File: src/rtl/word_ser_pkg.sv
// Shared definitions for the word serializer: FSM state encoding and the
// default geometry of the held word (128-bit word, 4-bit lane select).
package word_ser_pkg;

    // Serializer FSM: IDLE waits for a word, SHIFT emits its lanes.
    typedef enum logic {
        IDLE  = 1'b0,
        SHIFT = 1'b1
    } state_e;

    // Default held-word width in bits.
    localparam int IN_D_W_DEF = 128;

    // Default lane-select width; the word is split into 2**S_W lanes.
    localparam int S_W_DEF = 4;

    // Lane width for a given word width and select width.
    function automatic int lane_width(input int word_w, input int sel_w);
        return word_w / (2 ** sel_w);
    endfunction

endpackage : word_ser_pkg

File: src/rtl/mux_g.sv
// Generic lane multiplexer: splits A into 2**S_W equal lanes and returns
// lane S on Y. Lane i occupies A[i*Y_W +: Y_W].
module mux_g #(
    parameter int A_W = 128,
    parameter int S_W = 4
) (
    input  logic [A_W-1:0]            A,
    input  logic [S_W-1:0]            S,
    output logic [A_W/(2**S_W)-1:0]   Y
);

    localparam int Y_W    = A_W / (2 ** S_W);
    localparam int LANES  = 2 ** S_W;

    // Select the lane whose index matches S; the loop keeps every index constant.
    always_comb begin
        Y = '0;
        for (int i = 0; i < LANES; i++) begin
            if (S == S_W'(i)) begin
                Y = A[i*Y_W +: Y_W];
            end
        end
    end

endmodule : mux_g

File: src/rtl/word_serializer_ctrl.sv
// Word serializer: captures a wide word with a last-lane index and emits it
// one lane per accepted output beat, lane 0 first. A new word may be taken
// on the same cycle the last lane is consumed, so back-to-back words stream
// without a bubble. flush aborts the word in progress.
// Optional feature: define WORD_SERIALIZER_LAST_EN to add the out_last port.
module word_serializer_ctrl
    import word_ser_pkg::*;
#(
    parameter int In_d_W = IN_D_W_DEF,
    parameter int S_W    = S_W_DEF
) (
    input  logic                        clk,
    input  logic                        rst_n,
    input  logic [In_d_W-1:0]           in_data,
    input  logic [S_W-1:0]              in_len,
    input  logic                        in_valid,
    output logic                        in_ready,
    output logic [In_d_W/(2**S_W)-1:0]  out_data,
    output logic                        out_valid,
    input  logic                        out_ready,
    input  logic                        flush,
`ifdef WORD_SERIALIZER_LAST_EN
    output logic                        out_last,
`endif
    output logic [S_W-1:0]              sel
);

    localparam int Out_d_W = In_d_W / (2 ** S_W);

    state_e              state_q;
    state_e              state_d;
    logic [In_d_W-1:0]   word_q;
    logic [In_d_W-1:0]   word_d;
    logic [S_W-1:0]      len_q;
    logic [S_W-1:0]      len_d;
    logic [S_W-1:0]      sel_q;
    logic [S_W-1:0]      sel_d;

    logic                in_shift;
    logic                last_lane;
    logic                beat_done;
    logic                accept;

    // Handshake decode shared by the next-state and datapath logic.
    always_comb begin
        in_shift  = (state_q == SHIFT);
        last_lane = (sel_q == len_q);
        beat_done = in_shift && out_ready;
        accept    = in_valid && in_ready;
    end

    // State register; reset returns to IDLE and abandons any word in flight.
    always_ff @(posedge clk) begin
        if (!rst_n) begin
            state_q <= IDLE;
        end else begin
            state_q <= state_d;
        end
    end

    // Next state: flush dominates, then a new word, then end-of-word.
    always_comb begin
        state_d = state_q;
        if (flush) begin
            state_d = IDLE;
        end else if (accept) begin
            state_d = SHIFT;
        end else if (beat_done && last_lane) begin
            state_d = IDLE;
        end
    end

    // Datapath registers: held word, last-lane index and current lane.
    always_ff @(posedge clk) begin
        if (!rst_n) begin
            word_q <= '0;
            len_q  <= '0;
            sel_q  <= '0;
        end else begin
            word_q <= word_d;
            len_q  <= len_d;
            sel_q  <= sel_d;
        end
    end

    // Datapath next values; sel only advances while below len, so it never wraps.
    always_comb begin
        word_d = word_q;
        len_d  = len_q;
        sel_d  = sel_q;
        if (flush) begin
            sel_d = '0;
        end else if (accept) begin
            word_d = in_data;
            len_d  = in_len;
            sel_d  = '0;
        end else if (beat_done && !last_lane) begin
            sel_d = sel_q + 1'b1;
        end
    end

    // Outputs: in_ready also opens when the final lane is being consumed.
    always_comb begin
        out_valid = in_shift;
        in_ready  = !flush && ((state_q == IDLE) || (in_shift && last_lane && out_ready));
        sel       = sel_q;
`ifdef WORD_SERIALIZER_LAST_EN
        out_last  = in_shift && last_lane;
`endif
    end

    mux_g #(
        .A_W (In_d_W),
        .S_W (S_W)
    ) u_lane_mux (
        .A (word_q),
        .S (sel_q),
        .Y (out_data)
    );

    if (Out_d_W * (2 ** S_W) != In_d_W) begin : g_bad_geometry
        $error("In_d_W must be a multiple of 2**S_W");
    end

endmodule : word_serializer_ctrl

File: config.mk
export PLATFORM = sky130hd
export DESIGN_NAME = word_serializer_ctrl
export DESIGN_NICKNAME = d
export VERILOG_FILES = /design/src/rtl/word_ser_pkg.sv /design/src/rtl/mux_g.sv /design/src/rtl/word_serializer_ctrl.sv
export SDC_FILE = /design/constraint.sdc
export NUM_CORES = 1
export LEC_CHECK = 0
export ABC_AREA = 1
export CORE_MARGIN = 2
export CORE_UTILIZATION = 53
export CTS_CLUSTER_DIAMETER = 100
export CTS_CLUSTER_SIZE = 10
export DETAILED_ROUTE_END_ITERATION = 16
export GPL_TIMING_DRIVEN = 1
export PLACE_DENSITY = 0.81
export SYNTH_ARGS = -nofsm -noshare
export SYNTH_HDL_FRONTEND = slang
export SYNTH_HIERARCHICAL = 1
export SYNTH_SLANG_ARGS = --single-unit
File: constraint.sdc
create_clock -name clk -period 1.9 [get_ports clk]
set_input_delay 0.38 -clock clk [delete_from_list [all_inputs] [get_ports clk]]
set_output_delay 0.38 -clock clk [all_outputs]
set_load 0.005 [all_outputs]
==> results of run 1 <==
## area by class of cell
cell class                 count  area [sq um]
timing repair buffer         228          2550
clock inverter                13           129
clock buffer                  19           433
tap                          211           264
inverter                     446          1680
fill                        1191          3660
sequential                   137          2760
multi-input combinational    798          3790
## worst max-delay path: cells and delay by family (launching register included)
kind                   cells  cell delay (ns)
DFF                        1             0.36
and+or+nand+nor            9             0.89
buffers and inverters      4             0.55
## cells in the final DEF, fill, tap and decap left out, types with 2 or more instances in the layout
master	n
inv_1	438
nand2_1	352
nor2_1	158
nand4_1	149
clkdlybuf4s50_1	138
dfxtp_1	132
nand2_2	48
buf_4	42
clkbuf_16	32
nand3_1	26
nor2_2	18
a21oi_1	14
buf_12	13
nand3_2	9
inv_2	7
clkinv_2	7
buf_2	6
nor2_4	5
buf_6	5
clkinvlp_4	4
dfxtp_4	4
or2_2	4
a21oi_2	3
buf_8	3
nand2_8	2
xor2_1	2
clkbuf_1	2
bufinv_16	2
clkbuf_2	2
buf_16	2
## sequential cells by signal, indices dropped and copies added, names as in the netlist
signal	cells
word_q	128
len_q	4
out_valid	1
sel	4
## per-stage QoR
stage	hold slack [ns]	instances	setup slack (ns)
after floorplan	0.481	1455	0.00908
after global placement	0.495	1787	-0.652
after detailed placement	0.495	1787	-0.688
after CTS	0.359	1825	-0.650
after global routing	0.379	1852	-0.783
final	0.367	1852	-0.693
## report_power, final
part           internal, mW  switching [mW]
Sequential             3.07           0.137
Combinational         0.727           0.793
Clock                  1.91            1.26
Total                  5.72            2.19
## worst max-delay path by stage
stage	cells past startpoint	from	to	slack (ns)
CTS	13	sel[3]	out_data[6]	-0.65
global route	13	sel[2]	out_data[2]	-0.78
detailed placement	13	sel[0]	out_data[3]	-0.69
finish	13	sel[3]	out_data[6]	-0.69
global placement	13	sel[0]	out_data[3]	-0.65
floorplan	12	sel[1]	out_data[0]	0.009
## synthesized netlist by cell type, types with 3 or more instances
library cell | n | area share
or2_2 | 4 | 0.0030
nand4_1 | 149 | 0.11
nor2_1 | 177 | 0.080
nor2_2 | 3 | 0.0023
clkbuf_1 | 34 | 0.015
buf_2 | 8 | 0.0048
inv_1 | 443 | 0.20
buf_4 | 7 | 0.0063
nand3_1 | 35 | 0.021
a21oi_1 | 17 | 0.010
inv_2 | 3 | 0.0014
dfxtp_1 | 137 | 0.33
nand2_1 | 402 | 0.18
buf_1 | 19 | 0.0086
buf_6 | 7 | 0.0095
## logic make-up (layout without fill, tap and decap cells)
family	after synthesis	in the layout
DFF	137	137
adders and majority gates	1	1
xor gates and xnor gates	2	2
and+or+nand+nor	775	776
AOI/OAI and AO/OA	19	19
buffers and inverters	521	706
## routing by layer
metal	share of wire	wire [um]
met3	0.055	1390
met2	0.50	12700
met1	0.41	10400
met5	0	0
met4	0.033	835
## what timing repair did
action | in CTS | in global routing
hold buffers | 0 | 0
buffers inserted | 7 | 6
gates resized for setup | 77 | 77
cloned | 0 | 21
pin swaps | 30 | 111
setup endpoints to repair | 11 | 145
==> metrics.yaml, run 1 <==
die_area_sq_um: 16600
h-tree-depth: 4
worst_slew_pin_slew_ns: 0.375
setup.worst_path.start_class: "flip-flop"
antenna_left: 0
required_ns: 1.52
synth_seq_cells: 137
synth-xor-area-share: 0.00212
critPathMostFrequentCell: "nand2_1"
start_util: 0.543
fin_crit_ns: 2.59
rsz0062_at_grt: "yes"
synthAdderAreaFrac: 0.00151
grt_pass1_wl_mm: 35.8
finClkSkew_ns: 0.00571
leakagePower_nw: 6.22
fin_util: 0.760
cp_slowest_cell: "dfxtp_4"
drive_gt1_frac: 0.136
core_area_sq_um: 15300
slew_headroom: 0.750
gr-total-overflow: 0
syn_to_final_growth_pct: 40.1
cp_max_fo: 4
synth_area_sq_um: 8280
dieWidth_um: 129
route.detailed.drc: 0
violations: "setup timing"
grt_pass1_vias: 7890
outcome: "complete, but fails checks"
cts_root_buf: "clkbuf_16"
reg2reg_from: "sel[3]"
finalWorstSetupSlack_ns: -0.693
drt-pass1-iter-count: 5
hold_end: "word_q[96]"
nets: 1766
cts_buffers: 17
synth_flop_cell: "dfxtp_1"
crit_type: "reg -> out"
met3_usage: 0.0511
totalWireLength_mm: 25.4
ir_drop_mv: 0.578
rr_worst_depth: 15
antenna_found_initial: 0
vias: 9040
timing.rr.end: "word_q[19]"
grt_busiest_layer: "met2"
fin_area_sq_um: 11600
path_cells: "inv_2 > nand2_2 > buf_4 > nor2_4 > inv_1 > or2_0 > nand2_1 > nand4_1 > nand2_1 > nand3_2 > nand2_1 > nand2_1 > dlygate4sd2_1"
max_stage_delay_ns: 0.36
slew_violations: 0
synthMuxAreaShare: 0
crit_arrival_ns: 2.21
use_met2: 0.462
fmax_mhz: 386
path_clk_slew_ns: 0.06
cts.sinks: 137
end_kind: "output pin"
drt_first_iter_violations: 775
place.gp.congestion: 0.884
io_pins: 151
use_met1: 0.325
dpl_cell_area_sq_um: 10200
fin_crit_sh: 1.36
track_usage: 0.266
synth-async-reset-ratio: 0
cts_tree: "built"
synth_compound_area_frac: 0.0115
syn_inst: 1455
tns_ns: -33.89
finalHoldViolations: 0
synth-simple-area-share: 0.407
rows: 45
syn_nets: 1593
clkLatencyLatePin_ns: 0.43
wl_per_cell_um: 13.7
io_buffers: 150
setup_viol: 146
drv_cap: 0
viasPerCell: 4.88
power-per-cell-area_nw_per_um2: 682
rrSetupSlack_ns: -0.32
synth_edf_count: 0
min_delay_path_depth: 3
holdCritStartpoint: "rst_n"
power_mw: 7.91
die_y_um: 129
synth_top_family_by_area: "simple AND/OR/NAND/NOR gates"
clock_path_buffers: 2
yosys_warnings: 6
dp_hpwl_mm: 15.2
synth_cell_type_count: 23
synth_area_per_cell_sq_um: 5.69
min_path_type: "in -> reg"
diodes: 0
grt_max_degree: 69
seq_area_frac_synth: 0.331
No activity file was read; power rests on OpenSTA's default activity.
==> inputs of run 2 (changes only) <==
- ABC_CLOCK_PERIOD_IN_PS: unset -> 1900
- CTS_CLUSTER_DIAMETER: 100 -> 80
==> results of run 2 <==
Same layout as run 1: the final DEF is identical, and so are final timing and power.
==> inputs of run 3 (changes only) <==
- ABC_CLOCK_PERIOD_IN_PS: 1900 -> unset
==> results of run 3 <==
Same layout as run 1: the final DEF is identical, and so are final timing and power.
